===== src/rtl/core_pkg.sv =====
// Shared core constants: datapath width, restart PC and the canonical NOP.
package core_pkg;
    localparam int          CORE_XLEN     = 32;
    localparam logic [31:0] CORE_RESET_PC = 32'h0000_0000;
    localparam logic [31:0] NOP_INSTR     = 32'h0000_0013;
endpackage


===== src/rtl/fetch_fifo.sv =====
// Small synchronous FIFO for fetched {pc, instr} entries; flush empties it in one edge.
module fetch_fifo #(
    parameter int             W         = 64,
    parameter int             DEPTH     = 2,
    parameter logic [W-1:0]   RESET_VAL = '0
) (
    input  logic                           clk,
    input  logic                           rst_n,
    input  logic                           push,
    input  logic                           pop,
    input  logic                           flush,
    input  logic [W-1:0]                   push_data,
    output logic [W-1:0]                   head,
    output logic [$clog2(DEPTH+1)-1:0]     count
);
    localparam int AW = $clog2(DEPTH);
    localparam int CW = $clog2(DEPTH+1);

    logic [W-1:0]  mem [DEPTH];
    logic [AW-1:0] rd_ptr, wr_ptr;

    // Storage is reset too so the head shows RESET_VAL before the first push.
    always_ff @(posedge clk or negedge rst_n) begin
        if (!rst_n) begin
            for (int i = 0; i < DEPTH; i++) mem[i] <= RESET_VAL;
            rd_ptr <= '0;
            wr_ptr <= '0;
            count  <= '0;
        end else if (flush) begin
            rd_ptr <= '0;
            wr_ptr <= '0;
            count  <= '0;
        end else begin
            if (push) begin
                mem[wr_ptr] <= push_data;
                wr_ptr      <= wr_ptr + AW'(1);
            end
            if (pop) rd_ptr <= rd_ptr + AW'(1);
            if (push && !pop)      count <= count + CW'(1);
            else if (pop && !push) count <= count - CW'(1);
        end
    end

    assign head = mem[rd_ptr];
endmodule


===== src/rtl/fetch_unit.sv =====
// Instruction fetch: PC, credit-based issue to a 1-cycle imem, and wrong-path kill
// on redirect/pc_rst. Fetched words queue in fetch_fifo ahead of IF/ID.
module fetch_unit
    import core_pkg::*;
#(
    parameter int              XLEN     = CORE_XLEN,
    parameter int              DEPTH    = 2,
    parameter logic [XLEN-1:0] RESET_PC = XLEN'(CORE_RESET_PC)
) (
    input  logic            clk,
    input  logic            rst,
    input  logic            pc_rst,
    input  logic            redirect,
    input  logic [XLEN-1:0] redirect_pc,
    input  logic            stall,
    output logic            imem_req,
    output logic [XLEN-1:0] imem_addr,
    input  logic [31:0]     imem_rdata,
    output logic            out_valid,
    output logic [XLEN-1:0] out_pc,
    output logic [XLEN-1:0] out_pc_nxt,
    output logic [31:0]     out_instr
);
    localparam int CW = $clog2(DEPTH+1);
    localparam int W  = XLEN + 32;

    logic            flush, deq, push, inflight_q;
    logic [XLEN-1:0] target, fetch_pc, inflight_pc_q;
    logic [CW-1:0]   count;
    logic [CW:0]     credit;
    logic [W-1:0]    head;

    assign flush     = pc_rst | redirect;
    assign target    = pc_rst ? RESET_PC : redirect_pc;
    assign imem_addr = flush ? target : fetch_pc;
    assign out_valid = (count != '0) & ~flush;
    assign deq       = out_valid & ~stall;

    // Buffered plus in-flight words must leave room for the next response.
    assign credit   = {1'b0, count} + (CW+1)'(inflight_q) - (CW+1)'(deq);
    assign imem_req = rst & (flush | (credit < (CW+1)'(DEPTH)));

    always_ff @(posedge clk or negedge rst) begin
        if (!rst) begin
            fetch_pc      <= RESET_PC;
            inflight_q    <= 1'b0;
            inflight_pc_q <= RESET_PC;
        end else begin
            inflight_q <= imem_req;
            if (imem_req) begin
                fetch_pc      <= imem_addr + XLEN'(1);
                inflight_pc_q <= imem_addr;
            end
        end
    end

    // A response landing in a flush cycle belongs to the abandoned path.
    assign push = inflight_q & ~flush;

    fetch_fifo #(
        .W        (W),
        .DEPTH    (DEPTH),
        .RESET_VAL({RESET_PC, 32'h0})
    ) u_fifo (
        .clk      (clk),
        .rst_n    (rst),
        .push     (push),
        .pop      (deq),
        .flush    (flush),
        .push_data({inflight_pc_q, imem_rdata}),
        .head     (head),
        .count    (count)
    );

    assign out_pc     = head[W-1:32];
    assign out_instr  = head[31:0];
    assign out_pc_nxt = out_pc + XLEN'(1);
endmodule

===== config.mk =====
export PLATFORM = sky130hd
export DESIGN_NAME = fetch_unit
export DESIGN_NICKNAME = d
export VERILOG_FILES = /design/src/rtl/core_pkg.sv /design/src/rtl/fetch_fifo.sv /design/src/rtl/fetch_unit.sv
export SDC_FILE = /design/constraint.sdc
export NUM_CORES = 1
export LEC_CHECK = 0
export ABC_AREA = 1
export CORE_ASPECT_RATIO = 0.6
export CORE_UTILIZATION = 40
export CTS_CLUSTER_DIAMETER = 50
export DETAILED_ROUTE_END_ITERATION = 8
export PLACE_DENSITY = 0.71
export SYNTH_ARGS = -nofsm -noshare
export SYNTH_HDL_FRONTEND = slang
export SYNTH_SLANG_ARGS = --single-unit

===== constraint.sdc =====
create_clock -name clk -period 2.9 [get_ports clk]
set_input_delay 0.29 -clock clk [delete_from_list [all_inputs] [get_ports clk]]
set_output_delay 0.29 -clock clk [all_outputs]
set_load 0.005 [all_outputs]

==> out/metrics.yaml, run 1 <==
drt-pass1-iter-count: 5
die_width_um: 213
cts_tree: "built"
final.period_utilization_pct: 98.6
synth_fp_nets: 1484
finalWeightedCongestion: 0.963
worstReg2RegEnd: "fetch_pc[18]"
first_iter_violations: 766
timing.fmax_mhz: 350
via_count: 10200
yosysUniqueCellTypes: 40
reg2reg_depth: 17
timing.hold.ws_ps: 299
finalWirelength_um: 32900
timing.reg2reg.setup_slack_ps: 160
cellLeakagePower_uw: 0.00705
clock_tree.buffer_depth: 2
rsz0062_at_grt: "yes"
final-hold-violation-count: 0
layout_min_cycle_time_ps: 2860
placement_rows: 46
holdCritPathClass: "input pin to asynchronous set/reset pin"
cts_made_buffers: 17
most-common-layout-cells: "395 x nand2_1, 196 x dfrtp_1, 168 x inv_1"
grt_pass1_wl_um: 50600
clockRootBuffer: "clkbuf_16"
dieHeight_um: 129
post_place_cells: 1975
final-setup-viol-count: 0
critPathCaptureType: "primary output"
area.growth.synth_to_final_pct: 38.9
cap_violations: 0
grt_start_max_net_pins: 130
ant_nets: 0
clock_tree.htree_level_count: 4
synth_area_um2: 10700
maxSlewViolCount: 0
wire_per_inst_um: 16.1
skew_ps: 10.8
critical_path_class: "flop to primary output"
critical_path_arrival_ps: 2570
mean_post_synth_cell_area_um2: 7.60
num-nets-final: 1749
start_util_pct: 40.7
grt_usage_pct: 24.1
grt_antenna_before_repair: 0
post_layout_nonfiller_instances: 2049
grt.overflow.total: 0
antenna_cells: 0
io_buffer_count: 198
first_global_vias: 9308
syn-instance-count: 1411
hpwlAfterDp_um: 23700
clkTransAtPathRegs_ps: 80
r2r_start: "u_fifo.count[0]"
clkLatencyLatePin_ps: 450
final_core_util_pct: 56.5
seq_area_frac_synth_pct: 46.0
synthesis.yosys.warnings: 0
worstMarginPinSlew_ps: 804
run_status: "completed"
ys_async_sr_fraction_pct: 100
most_common_cell_after_layout_fill_and_taps_aside: "nand2_1"
worstPathMaxFanout: 8
p_per_cell_area_nw_per_um2: 571
critical_path_required_ps: 2610
synth_flop_cell: "dfrtp_1"
io_pins: 199
timing.slew.headroom_pct: 46.4
dr_vias_cell: 4.97
drive_above_1_share_pct: 20.9
ff_latch_count_synth: 197
design.die.area_um2: 27500
power.ir.vdd_worst_v: 0.000467
critical_path.startpoint_type: "flop"
final_routed_drc_violation_total: 0
synth_edf_count: 0
core-area_um2: 26400
numClockSinks: 197
## state kept, by name (all words and copies together), names as in the netlist
name           flops
u_fifo.mem       128
fetch_pc          32
inflight_pc_q     32
u_fifo.count       2
inflight_q         1
u_fifo.rd_ptr      1
u_fifo.wr_ptr      1
## worst max-delay path: stages (launching register included)
cell            delay, ps
dfrtp_4               540
buf_12                160
buf_16                140
buf_6                 130
o21ai_4               170
nand2_2               100
nor2_1                110
nand2_1                90
buf_4                 150
nor3_4                140
nand2_1                70
nand2_1                80
nand2_2                70
dlymetal6s2s_1        150
## layer usage
layer  part of all wire, %  track usage, %
met2                    43            35.0
met5                     0               0
met1                    49            36.8
met4                  0.88            4.71
met3                   7.0            5.10
## cell type report
cell class,instances,area [µm²]
tap,360,450
multi-input combinational,968,5290
clock inverter,15,139
timing repair buffer,308,2960
inverter,184,691
fill,2466,11500
sequential,197,4930
clock buffer,17,425
## power breakdown
group	switching, µW	total (µW)	internal, µW
clock network	1180	2320	1140
logic	1340	2670	1330
registers	260	3510	3250
total	2780	8500	5720
## per-stage QoR
step / power (µW) / setup TNS, ps / worst slack [ps] / area [µm²]
detailed placement: 6050 / -9710 / -328 / 13500
floorplan: 4630 / 0 / 367 / 10700
global route: 8970 / -492 / -71.8 / 14900
global placement: 5980 / -3270 / -238 / 13500
finish: 8500 / 0 / 39.3 / 14900
CTS: 8460 / -871 / -193 / 14500
## kinds of logic (layout without fill, tap and decap cells)
group                      Yosys count  after routing  synth area share [%]
adders and majority gates            4              4                 0.537
muxes                               32             32                  3.36
DFF                                197            197                  46.0
xor gates and xnor gates            25             25                  2.04
AOI/OAI and AO/OA                  238            238                  11.8
and+or+nand+nor                    669            669                  26.7
buffers and inverters              246            524                  9.59
## repair_timing
item / CTS / global route
hold buffers: 1 / 0
resized for setup: 137 / 81
setup endpoints to repair: 29 / 28
setup buffers: 18 / 20
endpoints found under the hold margin: 19 / 0
pin swaps: 37 / 55
cloned: 2 / 1
## Yosys cell counts (6+ instances only)
cell type  instances  share of area (%)
nand2_1          414                 14
dfrtp_1          197                 46
inv_1            178                6.2
o21ai_0          176                8.2
nor2_1           107                3.7
nand3_1           69                3.2
mux2_2            32                3.4
clkbuf_1          26               0.91
nand2_2           26                1.5
o21ai_1           26                1.2
xor2_1            24                2.0
buf_2             21               0.98
nor2_2            18                1.0
a21oi_1           12               0.56
o21ai_2           11               0.90
buf_6              9               0.94
nor2_4             7               0.73
nand4_1            6               0.35
nor3_1             6               0.28
## worst max path at each step
| stage | slack [ps] | end | from |
|---|---|---|---|
| 2_1_floorplan | 370 | fetch_pc[22] | pc_rst |
| 3_3_place_gp | -240 | imem_req | pc_rst |
| 3_5_place_dp | -330 | imem_req | pc_rst |
| 4_1_cts | -190 | out_pc_nxt[18] | u_fifo.rd_ptr |
| 5_1_grt | -70 | out_pc_nxt[12] | u_fifo.rd_ptr |
| 6_report | 40 | out_pc_nxt[27] | u_fifo.rd_ptr |
No activity file was read; power rests on OpenSTA's default activity.
==> inputs of run 2 (changes only) <==
CORE_MARGIN = 2   (was unset)
==> out/metrics.yaml, run 2 (synthesis gave the netlist of run 1 again) <==
slowest_delay_ps: 570
crit_buf_inv: 3
most-common-layout-cells: "393 x nand2_1, 196 x dfrtp_1, 169 x inv_1"
top_regs: "u_fifo.mem (128), fetch_pc (32), inflight_pc_q (32)"
dp_slack_ps: -277
dr_vias_cell: 5.04
rsz0062_at_grt: "yes"
cts_made_buffers: 17
critical_path_class: "flop to primary output"
final-hold-violation-count: 0
timing.reg2reg.setup_slack_ps: 190
critPathCaptureType: "primary output"
wire_per_inst_um: 16.8
final_routed_drc_violation_total: 0
cap_violations: 0
worstMarginPinSlew_ps: 854
first_iter_violations: 973
most_common_cell_after_layout_fill_and_taps_aside: "nand2_1"
layout_min_cycle_time_ps: 2880
io_pins: 199
grt_start_max_net_pins: 130
regArea_um2: 4930
worst_path_depth: 10
reg2reg_depth: 16
worstPathMaxFanout: 12
run_status: "completed"
timing.hold.worst.start: "imem_rdata[20]"
start_util_pct: 40.7
cpMaxStageDelayCell: "dfrtp_4"
final_area_um2: 15000
io_buffer_count: 198
cellLeakagePower_uw: 0.00702
timing.fmax_mhz: 348
cts_tree: "built"
critical_path.startpoint_type: "flop"
die_width_um: 215
antenna_cells: 0
holdCritPathClass: "input pin to flop"
setup_tns_ps: 0
final.period_utilization_pct: 99.2
clock_tree.htree_level_count: 4
grt.met3_usage_pct: 5.09
layout_setup_ws_ps: 24.1
timing.critical_path.max_delay_family: "simple AND/OR/NAND/NOR gates"
timing.critical_path.from: "u_fifo.rd_ptr"
ant_nets: 0
final_core_util_pct: 56.9
met2_usage_pct: 37.1
clockRootBuffer: "clkbuf_16"
grt_pass1_wl_um: 53700
post_place_cells: 1981
critical_path_required_ps: 2610
final-setup-viol-count: 0
p_per_cell_area_nw_per_um2: 574
skew_ps: 9.56
placement_rows: 46
gr-max-usage-layer: "met2"
largest-register: "u_fifo.mem"
grt.overflow.total: 0
worst_hold_stages: 3
first_global_vias: 9819
timing.slew.headroom_pct: 43.1
clkLatencyLatePin_ps: 450
cell_area_placed_um2: 13500
power.ir.vdd_worst_v: 0.000464
grt_antenna_before_repair: 0
area.growth.synth_to_final_pct: 39.8
crit_path_cell_trace: "buf_12 > buf_16 > nor2_2 > nor2_2 > nor2_4 > nand2_2 > nor2_4 > nand3_4 > xor2_2 > dlygate4sd2_1"
multi_input_area_um2: 5300
finalWirelength_um: 34600
dieHeight_um: 131
design.die.area_um2: 28200
final.fill_count: 2452
maxSlewViolCount: 0
numClockSinks: 197
grt_usage_pct: 24.6
post_layout_nonfiller_instances: 2057
critical_path_arrival_ps: 2590
drt-pass1-iter-count: 6
num-nets-final: 1757
drive_above_1_share_pct: 21.7
core-area_um2: 26400
finalWeightedCongestion: 0.927
grt_use_met1_pct: 36.4
via_count: 10400
r2r_start: "u_fifo.count[1]"
clkTransAtPathRegs_ps: 80
hpwlAfterDp_um: 24200
flip_flop_count_of_the_largest_register_all_copies_and_words_added: 128
clock_tree.buffer_depth: 2
run 2: metrics by stage:
stage	total power [µW]	hold WS, ps
after floorplan	4630	-5.59
after global placement	6010	169
after detailed placement	6080	173
after CTS	8570	398
after global routing	9070	429
final	8610	410
run 2: final cells by class:
class | count | area share [%]
Clock buffer | 17 | 2.84
Clock inverter | 15 | 0.901
Inverter | 184 | 4.61
Multi-Input combinational cell | 968 | 35.3
Sequential cell | 197 | 32.9
Tap cell | 360 | 3.00
Timing Repair Buffer | 316 | 20.4
run 2: path summary, 6_finish.rpt:
path | end
max | out_pc_nxt[20]
min | u_fifo.mem[20]
max reg2reg | fetch_pc[25]
min reg2reg | u_fifo.mem[84]
max in group asynchronous | fetch_pc[7]
min in group asynchronous | u_fifo.mem[74]
run 2: power breakdown:
group | switching, µW | internal (µW)
registers | 265 | 3250
logic | 1370 | 1370
clock network | 1210 | 1140
run 2: timing repair:
| action | 4_1_cts | 5_1_grt |
|---|---|---|
| endpoints found under the setup margin | 30 | 56 |
| hold buffers | 2 | 0 |
| pin swaps | 49 | 45 |
| gates cloned | 2 | 2 |
| setup buffers | 36 | 6 |
| hold endpoints to repair | 12 | 0 |
| resized for setup | 149 | 76 |
run 2: worst min-delay path: stages:
cell             delay [ps]
clkdlybuf4s50_1         390
inv_1                    60
o21ai_0                  70
run 2: metal layers:
metal | up-vias | part of all wire, %
li1 | 4991 | -
met4 | 0 | 1.2
met5 | - | 0
met3 | 37 | 8.3
met2 | 380 | 43
met1 | 4967 | 47
==> inputs of run 3 (changes only) <==
ABC_AREA = unset   (was 1)
==> out/metrics.yaml, run 3 <==
timing.fmax_mhz: 313
critical_path_arrival_ps: 2900
regArea_um2: 4930
final-hold-violation-count: 0
critical_path_class: "flop to primary output"
clock_tree.buffer_depth: 2
cellLeakagePower_uw: 0.00646
ant_nets: 0
layout_min_cycle_time_ps: 3190
num-nets-final: 1300
clkTransAtPathRegs_ps: 70
yosys.cell_count.top_type: "dfrtp_1"
yosysUniqueCellTypes: 61
grt_pass1_wl_um: 45300
io_buffer_count: 198
die_width_um: 211
placement_rows: 45
dr_vias_cell: 5.16
failing_checks: "negative setup slack"
io_pins: 199
ff_latch_count_synth: 197
final.fill_count: 2160
cts_made_buffers: 17
antenna_cells: 0
via_count: 8093
clkLatencyLatePin_ps: 430
flip_flop_count_of_the_largest_register_all_copies_and_words_added: 128
first_iter_violations: 601
top_regs: "u_fifo.mem (128), fetch_pc (32), inflight_pc_q (32)"
grt_usage_pct: 21.2
final_core_util_pct: 56.5
r2r_start: "u_fifo.count[0]"
synth_area_leaders: "dfrtp_1 48%, mux2_2 19%, nand2_1 5.8%, mux2i_1 4.4%, xnor2_1 3.8%"
rsz0062_at_grt: "yes"
syn-instance-count: 940
numClockSinks: 197
seq_area_frac_synth_pct: 47.8
worstPathMaxFanout: 6
timing.critical_path.from: "u_fifo.rd_ptr"
final_routed_drc_violation_total: 0
skew_ps: 8.34
grt_start_max_net_pins: 121
drive_above_1_share_pct: 34.3
wire_per_inst_um: 17.9
core-area_um2: 25300
synth_edf_count: 0
netlist.top_cell.by_area: "dfrtp_1"
critical_path_required_ps: 2610
worstMarginPinSlew_ps: 791
synth_fp_nets: 1013
grt.overflow.total: 0
drt-pass1-iter-count: 5
cts_tree: "built"
final-setup-viol-count: 20
critPathCaptureType: "primary output"
final.period_utilization_pct: 110
multi_input_area_um2: 5380
layout_setup_ws_ps: -292
dp_slack_ps: -252
yosysTopAreaCellShare_pct: 47.8
maxSlewViolCount: 0
worstReg2RegEnd: "fetch_pc[31]"
dieHeight_um: 128
critPathCapture: "out_pc_nxt[31]"
power.ir.vdd_worst_v: 0.000432
design.die.area_um2: 27100
clockRootBuffer: "clkbuf_16"
most-common-layout-cells: "196 x dfrtp_1, 177 x mux2_2, 168 x clkdlybuf4s50_1"
timing.reg2reg.setup_slack_ps: 230
p_per_cell_area_nw_per_um2: 542
first_global_vias: 8366
mean_post_synth_cell_area_um2: 11.0
synth_area_um2: 10300
timing.slew.headroom_pct: 47.3
ys_top_cells_by_count: "197 x dfrtp_1, 177 x mux2_2, 158 x nand2_1"
finalWirelength_um: 28000
area.growth.synth_to_final_pct: 38.4
holdCritPathClass: "input pin to asynchronous set/reset pin"
setup_tns_ps: -3150
run_status: "complete, but fails checks"
finalWeightedCongestion: 0.870
grt_antenna_before_repair: 1
synth_flop_cell: "dfrtp_1"
hpwlAfterDp_um: 20000
largest-register: "u_fifo.mem"
cap_violations: 0
ys_async_sr_fraction_pct: 100
clock_tree.htree_level_count: 4
reg2reg_depth: 13
critical_path.startpoint_type: "flop"
most_common_cell_after_layout_fill_and_taps_aside: "dfrtp_1"
synthesis.yosys.warnings: 0
start_util_pct: 40.8
power.total_uw: 7740
==> run 3: cell types whose count changed after synthesis, moves of 11 or more <==
cell	before	now
nand2_1	414	158
inv_1	178	21
o21ai_0	176	27
mux2_2	32	177
nor2_1	107	45
mux2i_1	0	45
nand3_1	69	24
xnor2_1	1	45
nand2_2	26	0
nor2_2	18	0
o21ai_1	26	10
o21ai_2	11	0
==> run 3: worst min path at each step <==
stage,endpoint,slack [ps],cells past startpoint
final,fetch_pc[25],300,2
after global routing,fetch_pc[25],300,2
after CTS,fetch_pc[25],290,2
after detailed placement,fetch_pc[25],200,1
after global placement,fetch_pc[25],200,1
after floorplan,fetch_pc[0],-6,0
==> run 3: stage by stage <==
step,hold WS [ps],cell area (µm²),instances
global placement,196,13300,1505
global route,299,14300,1568
CTS,289,14100,1559
finish,295,14300,1568
detailed placement,200,13300,1505
floorplan,-5.59,10400,940
==> run 3: cell families (layout without fill, tap and decap cells) <==
logic type | after synthesis | after routing | synth area share [%]
AOI/OAI and AO/OA | 81 | 81 | 5.30
xor gates and xnor gates | 60 | 60 | 5.10
adders and majority gates | 4 | 4 | 0.558
buffers and inverters | 72 | 371 | 3.06
DFF | 197 | 197 | 47.8
muxes | 222 | 222 | 23.7
and+or+nand+nor | 304 | 304 | 14.5
==> run 3: power by group <==
part / internal, µW / switching (µW) / total [µW]
Clock: 1260 / 1060 / 2330
Combinational: 1180 / 800 / 1980
Sequential: 3170 / 272 / 3440
==> run 3: final cells by class <==
type | instances | area share, %
clock buffer | 18 | 3.01
sequential | 197 | 34.6
clock inverter | 13 | 0.947
tap | 329 | 2.88
multi-input combinational | 671 | 37.7
inverter | 21 | 0.570
timing repair buffer | 319 | 20.3
==> run 3: timing repair <==
item / 4_1_cts / 5_1_grt
pin swaps: 20 / 33
setup buffers: 22 / 13
hold endpoints to repair: 23 / 0
cloned: 0 / 0
resized for setup: 117 / 63
setup endpoints to repair: 27 / 26
hold buffers: 1 / 0
==> run 3: layer usage <==
metal  up-vias  part of all wire, %  track usage [%]
met5         -                0.046                0
met4         2                 0.56             4.72
met3        14                  5.3             4.15
met2       199                   45             33.0
met1      4019                   49             30.9
li1       3859                    -                -
==> run 3: critical path: stages, from the launching register on <==
cell	delay (ps)
dfrtp_4	530
buf_6	150
nand3b_1	230
a221oi_4	340
nand3_2	160
or3_4	420
nor4_4	310
xor2_1	190
buf_2	140
